**src/rtl/vga_sync_rx.sv**
```systemverilog
// VGA receiver: registers sync/colour pins, recovers pixel coordinates from the syncs,
// verifies line and frame timing against the parameters and reports lock.
module vga_sync_rx #(
    parameter int H_ACTIVE    = 640,
    parameter int H_FP        = 16,
    parameter int H_SYNC      = 96,
    parameter int H_BP        = 48,
    parameter int V_ACTIVE    = 480,
    parameter int V_FP        = 10,
    parameter int V_SYNC      = 2,
    parameter int V_BP        = 33,
    parameter int LOCK_FRAMES = 2
) (
    input  logic       clk,
    input  logic       reset,
    input  logic       vga_hsync,
    input  logic       vga_vsync,
    input  logic [3:0] red,
    input  logic [3:0] green,
    input  logic [3:0] blue,
    output logic       pix_valid,
    output logic [9:0] pix_x,
    output logic [9:0] pix_y,
    output logic [3:0] pix_red,
    output logic [3:0] pix_green,
    output logic [3:0] pix_blue,
    output logic       frame_start,
    output logic       locked,
    output logic       err_line,
    output logic       err_frame
);

    // state   | meaning
    // SEARCH  | no timing reference, waiting for a vsync fall
    // ACQUIRE | counting consecutive good frames
    // LOCKED  | timing verified, pixels are delivered
    typedef enum logic [1:0] {SEARCH, ACQUIRE, LOCKED} state_t;

    localparam int          H_TOTAL  = H_ACTIVE + H_FP + H_SYNC + H_BP;
    localparam int          V_TOTAL  = V_ACTIVE + V_FP + V_SYNC + V_BP;
    localparam logic [10:0] H_TOT_L  = 11'(H_TOTAL);
    localparam logic [10:0] V_TOT_L  = 11'(V_TOTAL);
    localparam logic [10:0] H_SYNC_L = 11'(H_SYNC);
    localparam logic [9:0]  H_VS     = 10'(H_SYNC + H_BP);
    localparam logic [9:0]  H_VE     = 10'(H_SYNC + H_BP + H_ACTIVE);
    localparam logic [9:0]  V_VS     = 10'(V_SYNC + V_BP);
    localparam logic [9:0]  V_VE     = 10'(V_SYNC + V_BP + V_ACTIVE);
    localparam logic [10:0] TMO_LOAD = 11'(2 * H_TOTAL - 1);
    localparam logic [7:0]  LOCK_N   = 8'(LOCK_FRAMES);

    state_t      state;
    logic        hs_q, hs_qq, vs_q, vs_qq;
    logic [11:0] rgb_q;
    logic [9:0]  hc, vc;
    logic        vs_seen, armed, bad_seen;
    logic [7:0]  good_cnt;
    logic [10:0] tmo_cnt;

    logic        hs_fall, hs_rise, vs_fall, new_frame, checking;
    logic [9:0]  idx, hc_inc, vc_inc;
    logic [10:0] hc_len, vc_len;
    logic        line_err_c, frame_err_c, timeout_c, visible, frame_good;

    always_comb begin
        hs_fall     = hs_qq & ~hs_q;
        hs_rise     = ~hs_qq & hs_q;
        vs_fall     = vs_qq & ~vs_q;
        new_frame   = vs_fall | vs_seen;
        hc_inc      = (hc == 10'h3FF) ? hc : hc + 10'd1;
        vc_inc      = (vc == 10'h3FF) ? vc : vc + 10'd1;
        idx         = hs_fall ? 10'd0 : hc_inc;
        hc_len      = {1'b0, hc} + 11'd1;
        vc_len      = {1'b0, vc} + 11'd1;
        checking    = (state != SEARCH) && armed;
        line_err_c  = checking && ((hs_fall && (hc_len != H_TOT_L)) ||
                                   (hs_rise && (hc_len != H_SYNC_L)));
        frame_err_c = (state != SEARCH) && vs_fall && (vc_len != V_TOT_L);
        timeout_c   = ~hs_fall && (tmo_cnt == 11'd0);
        frame_good  = ~bad_seen && ~line_err_c && ~frame_err_c;
        visible     = locked && (idx >= H_VS) && (idx < H_VE) &&
                      (vc >= V_VS) && (vc < V_VE);
    end

    // Input stage and free-running position counters
    always_ff @(posedge clk or negedge reset) begin
        if (!reset) begin
            hs_q    <= 1'b0;
            hs_qq   <= 1'b0;
            vs_q    <= 1'b0;
            vs_qq   <= 1'b0;
            rgb_q   <= '0;
            hc      <= '0;
            vc      <= '0;
            vs_seen <= 1'b0;
            tmo_cnt <= '0;
        end else begin
            hs_q  <= vga_hsync;
            hs_qq <= hs_q;
            vs_q  <= vga_vsync;
            vs_qq <= vs_q;
            rgb_q <= {red, green, blue};
            hc    <= idx;
            if (hs_fall) begin
                vc      <= new_frame ? 10'd0 : vc_inc;
                vs_seen <= 1'b0;
                tmo_cnt <= TMO_LOAD;
            end else begin
                if (vs_fall)
                    vs_seen <= 1'b1;
                if (tmo_cnt != 11'd0)
                    tmo_cnt <= tmo_cnt - 11'd1;
            end
        end
    end

    // Lock FSM; a timeout overrides any error detected in the same cycle
    always_ff @(posedge clk or negedge reset) begin
        if (!reset) begin
            state     <= SEARCH;
            good_cnt  <= '0;
            locked    <= 1'b0;
            err_line  <= 1'b0;
            err_frame <= 1'b0;
            armed     <= 1'b0;
            bad_seen  <= 1'b0;
        end else if (timeout_c) begin
            state     <= SEARCH;
            good_cnt  <= '0;
            locked    <= 1'b0;
            err_line  <= 1'b0;
            err_frame <= 1'b0;
            armed     <= 1'b0;
            bad_seen  <= 1'b0;
        end else begin
            err_line  <= line_err_c;
            err_frame <= frame_err_c;
            if (state == SEARCH || vs_fall)
                bad_seen <= 1'b0;
            else if (line_err_c)
                bad_seen <= 1'b1;
            case (state)
                SEARCH: begin
                    armed <= 1'b0;
                    if (vs_fall) begin
                        state    <= ACQUIRE;
                        good_cnt <= '0;
                    end
                end
                ACQUIRE: begin
                    if (hs_fall)
                        armed <= 1'b1;
                    if (vs_fall) begin
                        if (!frame_good) begin
                            good_cnt <= '0;
                        end else if (good_cnt + 8'd1 == LOCK_N) begin
                            state    <= LOCKED;
                            locked   <= 1'b1;
                            good_cnt <= '0;
                        end else begin
                            good_cnt <= good_cnt + 8'd1;
                        end
                    end
                end
                LOCKED: begin
                    if (hs_fall)
                        armed <= 1'b1;
                    if (line_err_c || frame_err_c) begin
                        state    <= ACQUIRE;
                        locked   <= 1'b0;
                        good_cnt <= '0;
                    end
                end
                default: state <= SEARCH;
            endcase
        end
    end

    always_ff @(posedge clk or negedge reset) begin
        if (!reset) begin
            pix_valid   <= 1'b0;
            pix_x       <= '0;
            pix_y       <= '0;
            pix_red     <= '0;
            pix_green   <= '0;
            pix_blue    <= '0;
            frame_start <= 1'b0;
        end else begin
            pix_valid   <= visible;
            pix_x       <= visible ? idx - H_VS : 10'd0;
            pix_y       <= visible ? vc - V_VS : 10'd0;
            pix_red     <= visible ? rgb_q[11:8] : 4'd0;
            pix_green   <= visible ? rgb_q[7:4] : 4'd0;
            pix_blue    <= visible ? rgb_q[3:0] : 4'd0;
            frame_start <= hs_fall && new_frame && (state == LOCKED);
        end
    end

endmodule

```
**config.mk**
```make
export PLATFORM = sky130hd
export DESIGN_NAME = vga_sync_rx
export DESIGN_NICKNAME = d
export VERILOG_FILES = /design/src/rtl/vga_sync_rx.sv
export SDC_FILE = /design/constraint.sdc
export NUM_CORES = 1
export LEC_CHECK = 0
export ABC_AREA = 1
export CAP_MARGIN = 10
export CORE_ASPECT_RATIO = 0.9
export CORE_MARGIN = 1.5
export CORE_UTILIZATION = 51
export DETAILED_ROUTE_END_ITERATION = 8
export HOLD_SLACK_MARGIN = 0.15
export PLACE_DENSITY = 0.75
export SYNTH_ARGS = -nofsm -noshare
export SYNTH_HDL_FRONTEND = slang
export SYNTH_SLANG_ARGS = --single-unit
export TNS_END_PERCENT = 10
```
**constraint.sdc**
```tcl
create_clock -name clk -period 2.3 [get_ports clk]
set_input_delay 0.345 -clock clk [delete_from_list [all_inputs] [get_ports clk]]
set_output_delay 0.345 -clock clk [all_outputs]
set_load 0.03 [all_outputs]
```
; Word-level counts from Yosys, hierarchy flattened
; Index checks and enable logic that the tools add are counted.
[totals]
latchBits = 0
rom_bits = 0
ff_bits = 97
ram_bits = 0
out_inout_bits = 37
inputBits = 16
wordCells = 136
n_memories = 0
[op_classes]
magnitude_cmp = 4
shift = 0
n_reduce_logical = 34
n_div = 0
n_addsub = 8
bitwise = 11
eq_ne = 15
muxes = 41
n_mul = 0
[op_table]
columns = op, n
row1 = 10-bit two-way mux, 6
row2 = 8-bit two-way mux, 6
row3 = 8-bit one-hot mux with 3 select lines, 1
row4 = 10-bit by 1-bit adder with 11-bit output (second input constant), 2
row5 = 11-bit two-way mux, 2
row6 = 11-bit by 10-bit inequality test with 1-bit output (second input constant), 2
row7 = 10-bit by 1-bit adder with 10-bit output (second input constant), 2
row8 = 10-bit == test (second input constant), 2
row9 = 10-bit less-than comparator (second input constant), 2
row10 = 1-bit logical AND, 15
row11 = 3-bit inequality test (second input constant), 5
row12 = 1-bit two-way mux, 14
row13 = 2-bit two-way mux, 6
row14 = 4-bit two-way mux, 3
row15 = 11-bit logical NOT, 1
row16 = 11-bit by 7-bit inequality test with 1-bit output (second input constant), 1
row17 = 11-bit nonzero test, 1
row18 = 11-bit by 1-bit subtractor with 11-bit output (second input constant), 1
row19 = 10-bit by 6-bit >= comparator with 1-bit output (second input constant), 1
row20 = 10-bit by 8-bit >= comparator with 1-bit output (second input constant), 1
row21 = 5-bit AND reduction, 2
row22 = 10-bit by 6-bit subtractor with 10-bit output (second input constant), 1
row23 = 10-bit by 8-bit subtractor with 10-bit output (second input constant), 1
row24 = 3-bit nonzero test, 3
row25 = 18 further kinds, 32

; Depth between registers and ports, before layout
; Gate-level depths: netlist of run 1.
[depth]
word_depth = 12
mapped_depth = 17
ltp_nobuf = 16

; Worst setup path after synthesis of run 1
; OpenSTA, ideal clock, no wires.
[synth_timing]
path_type = reg2reg
startpoint = register hc[0]
endpoint = register pix_y[0]
arrival_ps = 2130
setup_slack_ps = 47
path_buffers = 1
setup_time_ps = 123
period_less_slack_ps = 2253
stages_incl_launch_ff = 15
t_required_ps = 2177
cell_sequence = dfrtp_1 > ha_1 > nand2_4 > inv_2 > nand4_4 > a21oi_1 > inv_1 > ha_1 > nand2_1 > nor2_1 > o21ai_1 > nor2_1 > o21ai_2 > buf_6 > nor2_1
[synth_between]
elab_chain_len = 9
elab_cells_between_ends = 11
classes_between = add/sub (1) / order compare (2) / eq/ne (1) / mux (3) / reduce/logical (4)
[synth_rtl]
columns = element, line_no
row1 = start: declaration, 54  ; logic [9:0] hc, vc;
row2 = start signal: assignment, 102  ; hc <= idx;
row3 = 10-bit by 1-bit adder with 10-bit output / 10-bit == test (equally long branches), 69  ; hc_inc = (hc == 10'h3FF) ? hc : hc + 10'd1;
row4 = 10-bit two-way mux (*), 69
row5 = 10-bit two-way mux (*), 71  ; idx = hs_fall ? 10'd0 : hc_inc;
row6 = named net idx[4], 60  ; logic [9:0] idx, hc_inc, vc_inc;
row7 = 10-bit by 8-bit >= comparator with 1-bit output, 80  ; visible = locked && (idx >= H_VS) && (idx < H_VE) &&
row8 = 1-bit logical AND, 80
row9 = 1-bit logical AND (*) (2 in series), 80
row10 = 1-bit logical AND (*), 81  ; (vc >= V_VS) && (vc < V_VE);
row11 = 10-bit two-way mux (*), 190  ; pix_y <= visible ? vc - V_VS : 10'd0;
row12 = end signal: assignment, 190
row13 = end: declaration, 23  ; output logic [9:0] pix_y,
; The timed path passes the listed nets; every way through them passes the cells marked *.
; A chain may end at the register's enable or synchronous reset.

; Final worst setup path of run 1
[layout_timing]
startpoint = register hc[1]
endpoint = register pix_x[2]
[layout_between]
elab_chain_len = 9
elab_cells_between_ends = 12
classes_between = add/sub (2) / order compare (2) / eq/ne (1) / mux (3) / reduce/logical (4)
[layout_rtl]
columns = element, line_no
row1 = 10-bit by 1-bit adder with 10-bit output / 10-bit == test (equally long branches), 69
row2 = 10-bit two-way mux (*), 69
row3 = 10-bit two-way mux (*), 71
row4 = named net idx[5], 60
row5 = 10-bit by 8-bit >= comparator with 1-bit output, 80
row6 = 1-bit logical AND, 80
row7 = 1-bit logical AND (*) (2 in series), 80
row8 = 1-bit logical AND (*), 81
row9 = 10-bit two-way mux (*), 189  ; pix_x <= visible ? idx - H_VS : 10'd0;
row10 = end signal: assignment, 189
row11 = end: declaration, 22  ; output logic [9:0] pix_x,
; Marks and branches as above.

==> flow_summary.toml, run 1 <==
[run_status]
outcome = "finished with violations"
violations = "setup timing"

[sta]
skew_ns = 0.0136
fin_ws_ns = -0.0413
period_needed_ns = 2.34
tightest_slew_ns = 0.672
relSlewSlack_pct = 55.2
rsz0062_at_grt = "yes"
finalSetupViolCount = 26
drv_slew = 0
hold_viol = 0
tns_ns = -0.636
fmax_mhz = 427
fin_crit_sh_pct = 102

[detailed_routing]
viasPerCell = 5.08
ant_nets = 0
drt_iter0_drc = 185
vias = 4004
totalWireLength_um = 10400
drc = 0
wire_per_inst_um = 13.3
first_pass_iters = 5

[placed_design]
dp_hpwl_um = 7320
portBuffers = 52
dpl_cell_area_sq_um = 5590
place.gp.congestion = 0.905
place_inst = 764

[critical_path]
crit_path_end = "pix_x[2]"
startpoint = "hc[1]"
critPathArrivalTime_ns = 2.62
slowest_stage = "dfrtp_1"
cp-start-kind = "register"
end_kind = "register"
crit_chain = "buf_4 -> nand3_4 -> nor2_4 -> inv_1 -> nand2_1 -> nand2_2 -> a21oi_2 -> inv_1 -> ha_2 -> nand4_1 -> nor3_4 -> o21ai_4 -> clkbuf_16 -> nor2_1"
crit_fanout = 8
worstSetupPathType = "register to register"
slowest_delay_ns = 0.42
rr_startpoint = "hc[1]"
required_ns = 2.58
r2r_cells = 14
worst_r2r_endpoint = "pix_x[2]"
cp_common_cell = "inv_1"
r2r_slack_ns = -0.04

[layout]
final_cell_mix = "nand2_1 (127), dfrtp_1 (93), inv_1 (89)"
drive_gt1_share_pct = 15.9
syn_to_final_growth_pct = 26.2
nets = 689
final_cell_area_sq_um = 6010
nFillCells = 726
fin_util_pct = 66.2
stdcell_count = 788
final_common_cell = "nand2_1"
diodes = 0

[cts]
htreeDepth = 3
clockBufferDepth = 2
clk_latency_ns = 0.38
cts_root_buf = "clkbuf_8"
clock-sinks = 97
cts_tree = "done"
numCtsBuffers = 9
clk_pin_slew_worst_paths_ns = 0.11

[yosys]
syn-num-nets = 603
yosys_register_bits = 97
synth_top_area_cell = "dfrtp_1"
synth_edf_count = 0
synth_top_area_share_pct = 50.9
netlist_instances = 575
yosysUniqueCellTypes = 45
post_synth.cell_area_avg_sq_um = 8.29
async_flop_share_pct = 100
synth_ff_type = "dfrtp_1"
syn_area_sq_um = 4760
yosysWarnings = 0
synth.area.top_cells = "dfrtp_1 (51%), nand2_1 (10%), inv_1 (7.0%)"
ys_seq_area_share_pct = 50.9

[floorplan]
boundaryPins = 53
num_rows = 33
core-area_sq_um = 9080
die-height_um = 94.7
dieArea_sq_um = 9930
initial_utilization_pct = 52.5
die_w_um = 105

[power]
ir_drop_v = 0.000525
power_density_nw_per_um2 = 709
p_leak_nw = 3.03
total_power_w = 0.00426

[global_route]
grt_max_degree = 62
antenna_found_initial = 0
grt_pass1_vias = 3878
overflow = 0
grtUsageTotal_pct = 21.7
grt_pass1_wl_um = 17100

[min_path]
hold_start = "green[3]"
worst_hold_path_type = "primary input to register"

[run]
drv_cap = 0
## registers in the layout (all words and copies together), names as in the netlist, 8 cells and up
name      flops
hc           10
rgb_q        12
pix_x        10
pix_y        10
vc           10
good_cnt      8
tmo_cnt      11
## metrics by stage
step / hold WS [ns] / setup slack, ns
CTS: 0.376 / 0.0191
floorplan: 0.0494 / 0.0469
global route: 0.367 / -0.186
global placement: 0.327 / 0.0850
detailed placement: 0.343 / -0.00258
finish: 0.388 / -0.0413
## where the power goes
part | switching, W | internal, W | leakage [nW] | total, W
sequential | 0.000122 | 0.00184 | 1.26 | 0.00196
combinational | 0.000726 | 0.000483 | 1.67 | 0.00121
clock | 0.000668 | 0.000425 | 0.0997 | 0.00109
## cells by family (layout without fill, tap and decap cells)
logic type      Yosys count  in the layout  synth area share [%]
compound gates           59             59                  7.46
xor+xnor                 15             15                  2.76
fa+ha+maj                12             12                  3.15
buf+inv                 102            193                  8.80
flops                    97             97                  50.9
simple gates            290            290                  26.9
## critical path, delay by kind of cell, from the launching register on
family	cells	cell delay, ns
AND/OR/NAND/NOR	7	0.59
buffers and inverters	4	0.54
AO/OA/AOI/OAI	2	0.52
flip-flops	1	0.42
adder cells (fa/ha/maj)	1	0.17
## synth_stat cells, types with 4 or more instances
cell and instances:
nand2_1 130, clkbuf_1 4, nor2_2 5, a21oi_1 10
nand4_1 15, a211oi_1 4, nand2_2 4, nor2_1 78
nor3_1 6, ha_1 12, inv_1 89, o21ai_1 7
o21ai_2 6, buf_6 4, xor2_1 13, o21ai_0 22
dfrtp_1 97, nand3_1 35
## timing repair
item	in CTS	in global routing
pin swaps	0	9
gates cloned	0	2
hold buffers	1	0
buffers inserted	0	6
endpoints found under the setup margin	33	54
endpoints found under the hold margin	36	0
gates resized for setup	3	32
## final cells by class
cell class                      instances  area [sq um]  share of cell area [%]
Sequential cell                        97          2430                    40.4
Multi-Input combinational cell        376          2030                    33.7
Timing Repair Buffer                   85           857                    14.3
Inverter                               92           349                    5.81
Tap cell                              122           153                    2.54
Clock buffer                            9           124                    2.06
Clock inverter                          7          68.8                    1.14
## worst min path at each step
stage	endpoint	slack, ns	cells past startpoint
floorplan	armed	0.05	0
global placement	vc[1]	0.33	1
detailed placement	vc[1]	0.34	1
CTS	rgb_q[7]	0.38	1
global route	rgb_q[4]	0.37	1
finish	rgb_q[7]	0.39	1
## routing by layer
metal | up-vias | part of all wire [%] | track usage [%]
met2 | 112 | 51 | 38.1
met5 | - | 0 | 0
met1 | 1887 | 42 | 26.7
met3 | 17 | 5.3 | 4.90
li1 | 1988 | - | -
met4 | 0 | 1.9 | 7.19
No activity file was read; power rests on OpenSTA's default activity.
==> run 2: changes to the inputs <==
--- a/config.mk
+++ b/config.mk
@@ -6,13 +6,14 @@
 export NUM_CORES = 1
 export LEC_CHECK = 0
 export ABC_AREA = 1
+export ABC_CLOCK_PERIOD_IN_PS = 2300
 export CAP_MARGIN = 10
 export CORE_ASPECT_RATIO = 0.9
 export CORE_MARGIN = 1.5
-export CORE_UTILIZATION = 51
+export CORE_UTILIZATION = 45
 export DETAILED_ROUTE_END_ITERATION = 8
 export HOLD_SLACK_MARGIN = 0.15
-export PLACE_DENSITY = 0.75
+export PLACE_DENSITY = 0.68
 export SYNTH_ARGS = -nofsm -noshare
 export SYNTH_HDL_FRONTEND = slang
 export SYNTH_SLANG_ARGS = --single-unit
==> flow_summary.toml, run 2 (synthesis results as in run 1) <==
[layout]
diodes = 0
final_cell_mix = "nand2_1 (125), dfrtp_1 (94), inv_1 (85)"
largest_reg_flops = 12
final_cell_area_sq_um = 6310
nets = 699
final_common_cell = "nand2_1"
syn_to_final_growth_pct = 32.5
stdcell_count = 802
top_regs = "rgb_q (12), tmo_cnt (11)"
drive_gt1_share_pct = 19.5
largest_register = "rgb_q"

[placed_design]
portBuffers = 52
dpl_cell_area_sq_um = 5630
dp_hpwl_um = 7230
place_inst = 775
place.gp.congestion = 0.888

[sta]
period_needed_ns = 2.30
finalSetupViolCount = 0
rsz0062_at_grt = "yes"
drv_slew = 0
whs_ns = 0.382
fin_crit_sh_pct = 99.9
skew_ns = 0.00504
fmax_mhz = 435
tightest_slew_ns = 0.836
relSlewSlack_pct = 44.1
hold_viol = 0
tns_ns = 0

[min_path]
hold_start = "vs_q"
worst_hold_path_type = "register to register"

[run_status]
outcome = "completed"

[floorplan]
num_rows = 35
die-height_um = 101
dieArea_sq_um = 11200
die_w_um = 111
core-area_sq_um = 10300
initial_utilization_pct = 46.3
boundaryPins = 53

[global_route]
grtUsageTotal_pct = 19.2
grtUsageMet1_pct = 25.0
grt_util_met2_pct = 32.4
overflow = 0
grt_max_degree = 41
gr-max-usage-layer = "met2"
grt_pass1_vias = 3800
grt_pass1_wl_um = 17300
antenna_found_initial = 0
grt.met3_usage_pct = 3.97

[cts]
cts_root_buf = "clkbuf_16"
cts_tree = "done"
numCtsBuffers = 9
clk_pin_slew_worst_paths_ns = 0.06
clock-sinks = 97
htreeDepth = 3
clockBufferDepth = 2
clk_latency_ns = 0.34

[critical_path]
cp-start-kind = "register"
rr_startpoint = "hc[3]"
required_ns = 2.57
end_kind = "register"
startpoint = "hc[3]"
crit_fanout = 6
worstSetupPathType = "register to register"
critPathArrivalTime_ns = 2.57

[detailed_routing]
totalWireLength_um = 10700
drt_iter0_drc = 161
drc = 0
vias = 4036
viasPerCell = 5.03
wire_per_inst_um = 13.4
first_pass_iters = 4
ant_nets = 0

[power]
p_leak_nw = 3.12
ir_drop_v = 0.000566
total_power_w = 0.00461
power_density_nw_per_um2 = 731

[run]
drv_cap = 0
==> run 2: power by group <==
group / switching [W] / internal (W) / total [W] / leakage [nW]
sequential: 0.000133 / 0.00184 / 0.00198 / 1.26
clock: 0.000588 / 0.000824 / 0.00141 / 0.127
combinational: 0.000731 / 0.000495 / 0.00123 / 1.73
==> run 2: worst max-delay path, cell delays in order (launching register included) <==
cell and delay, ns:
dfrtp_2 0.42, nand2_2 0.11, nor2_4 0.16, nand4_4 0.18
a21oi_4 0.21, buf_6 0.12, ha_1 0.14, nand4_1 0.15
nor3_4 0.25, o21ai_4 0.09, buf_12 0.15, clkbuf_16 0.17
nor2_2 0.08
==> run 2: worst paths after layout <==
path	slack (ns)	depth (start not counted)	end
worst max-delay path	0.002	12	pix_green[1]
worst min-delay path	0.38	0	vs_qq
worst max register to register	0.002	12	pix_green[1]
worst min register to register	0.38	0	vs_qq
max in group asynchronous	1.02	3	hc[2]
min in group asynchronous	0.52	2	pix_blue[2]
==> run 2: layout make-up <==
| type | instances | area [sq um] |
|---|---|---|
| Tap cell | 129 | 161 |
| Multi-Input combinational cell | 376 | 2130 |
| Inverter | 92 | 350 |
| Sequential cell | 97 | 2430 |
| Clock inverter | 3 | 45.0 |
| Clock buffer | 10 | 229 |
| Fill cell | 872 | 3980 |
| Timing Repair Buffer | 95 | 961 |
==> run 2: per-layer routing <==
layer | share of wire (%) | vias up
li1 | - | 2000
met1 | 44 | 1937
met2 | 50 | 85
met3 | 3.6 | 14
met4 | 1.8 | 0
met5 | 0 | -
==> run 2: stage by stage <==
step | setup WS, ns | utilization (%)
after global routing | -0.0977 | 61.3
final | 0.00242 | 61.3
after detailed placement | -0.00879 | 54.7
after global placement | 0.0404 | 54.7
after floorplan | 0.0469 | -
after CTS | 0.00123 | 57.5
==> run 2: timing repair <==
item,CTS,global route
hold buffers,1,0
pin swaps,0,15
gates resized for setup,1,68
setup endpoints to repair,29,44
cloned,0,4
buffers inserted,0,10
hold endpoints to repair,38,0
==> run 3: changes to the inputs <==
--- a/config.mk
+++ b/config.mk
@@ -7,13 +7,13 @@
 export LEC_CHECK = 0
 export ABC_AREA = 1
 export ABC_CLOCK_PERIOD_IN_PS = 2300
-export CAP_MARGIN = 10
 export CORE_ASPECT_RATIO = 0.9
 export CORE_MARGIN = 1.5
-export CORE_UTILIZATION = 45
+export CORE_UTILIZATION = 35
 export DETAILED_ROUTE_END_ITERATION = 8
+export DONT_BUFFER_PORTS = 1
 export HOLD_SLACK_MARGIN = 0.15
-export PLACE_DENSITY = 0.68
+export PLACE_DENSITY = 0.5
 export SYNTH_ARGS = -nofsm -noshare
 export SYNTH_HDL_FRONTEND = slang
 export SYNTH_SLANG_ARGS = --single-unit
==> flow_summary.toml, run 3 (synthesis results as in run 1) <==
[floorplan]
num_rows = 40
boundaryPins = 53
initial_utilization_pct = 35.8
dieArea_sq_um = 14300
die_w_um = 126
core-area_sq_um = 13300
die-height_um = 114

[run_status]
violations = "hold timing, setup timing"
outcome = "finished with violations"

[critical_path]
required_ns = 2.58
crit_fanout = 9
critPathArrivalTime_ns = 2.61
rr_startpoint = "hc[1]"
end_kind = "register"
cp-start-kind = "register"
worst_r2r_endpoint = "pix_green[3]"
worstSetupPathType = "register to register"
r2r_slack_ns = -0.02
r2r_cells = 13

[power]
power_density_nw_per_um2 = 819
total_power_w = 0.00485
ir_drop_v = 0.000409
p_leak_nw = 3.00

[layout]
final_common_cell = "nand2_1"
diodes = 0
largest_register = "rgb_q"
nets = 658
drive_gt1_share_pct = 18.7
stdcell_count = 803
top_regs = "rgb_q (12), tmo_cnt (11)"
final_cell_area_sq_um = 5920
nFillCells = 1285
syn_to_final_growth_pct = 24.2
final_cell_mix = "nand2_1 (125), dfrtp_1 (96), inv_1 (87)"
largest_reg_flops = 12

[detailed_routing]
ant_nets = 0
vias = 3780
viasPerCell = 4.71
wire_per_inst_um = 13.4
drc = 0
first_pass_iters = 7
totalWireLength_um = 10800
drt_iter0_drc = 202

[sta]
period_needed_ns = 2.32
tightest_slew_ns = 0.652
tns_ns = -0.129
finalSetupViolCount = 11
fin_ws_ns = -0.0219
relSlewSlack_pct = 56.5
drv_slew = 0
fin_crit_sh_pct = 101
rsz0062_at_grt = "yes"
whs_ns = -0.311
hold_viol = 97
skew_ns = 0.00859
fmax_mhz = 431

[global_route]
grt_pass1_wl_um = 17500
overflow = 0
antenna_found_initial = 0
grtUsageTotal_pct = 15.5
grt_max_degree = 98
grt_pass1_vias = 3710

[cts]
numCtsBuffers = 9
clk_latency_ns = 0.35
cts_tree = "done"
hold_buffers = 14
htreeDepth = 3
clk_pin_slew_worst_paths_ns = 0.07
clock-sinks = 97
clockBufferDepth = 2
cts_root_buf = "clkbuf_16"

[placed_design]
portBuffers = 0
dpl_cell_area_sq_um = 5180
dp_hpwl_um = 7240
place.gp.congestion = 0.847
place_inst = 767

[min_path]
worst_hold_path_type = "primary input to asynchronous set/reset pin"

[run]
drv_cap = 0
## run 3: stage by stage
stage | utilization (%) | worst slack, ns
after floorplan | - | 0.0469
after global routing | 44.5 | -0.179
final | 44.5 | -0.0219
after global placement | 38.9 | 0.0622
after detailed placement | 38.9 | -0.0204
after CTS | 42.6 | 0.00524
## run 3: area by class of cell
cell class	count	area, sq um	area share [%]
well taps	168	210	3.55
inverters	92	350	5.92
clock buffers	11	253	4.27
flip-flops and latches	97	2430	41.0
clock inverters	5	85.1	1.44
multi-input cells	376	2080	35.2
repair buffers	54	508	8.58
## run 3: routing by layer
layer  routed length (um)  part of all wire (%)  up-vias  GRT usage [%]
li1                     -                     -     1916              -
met1                 4840                    45     1794           19.1
met2                 5330                    49       59           25.3
met3                  460                   4.3       11           5.07
met4                  145                   1.3        0           6.21
met5                    0                     0        -              0
## run 3: repair_timing
| action | in CTS | in global routing |
|---|---|---|
| pin swaps | 0 | 9 |
| buffers inserted | 0 | 4 |
| gates cloned | 0 | 2 |
| hold endpoints to repair | 111 | 97 |
| resized for setup | 3 | 48 |
| endpoints found under the setup margin | 25 | 54 |
## run 3: critical path, stage by stage (launching register included)
cell and delay, ns:
dfrtp_1 0.38, buf_6 0.11, ha_4 0.14, nand2_4 0.08, inv_4 0.07, nand4_4 0.16, a21oi_2 0.21, buf_4 0.15
ha_4 0.11, nand4_1 0.14, nor3_4 0.26, o21ai_4 0.15, clkbuf_16 0.19, nor2_1 0.10
## run 3: where the power goes
group / switching [W] / internal (W)
sequential: 0.000163 / 0.00184
combinational: 0.000658 / 0.000502
clock: 0.000668 / 0.00102
## run 3: worst max path at each step
stage                     startpoint           end  slack, ns
after floorplan                hc[0]      pix_y[0]       0.05
after global placement         hc[2]   pix_blue[1]       0.06
after detailed placement       hc[1]      pix_x[7]      -0.02
after CTS                      hc[1]      pix_x[7]      0.005
after global routing           hc[1]      pix_x[6]      -0.18
final                          hc[1]  pix_green[3]      -0.02
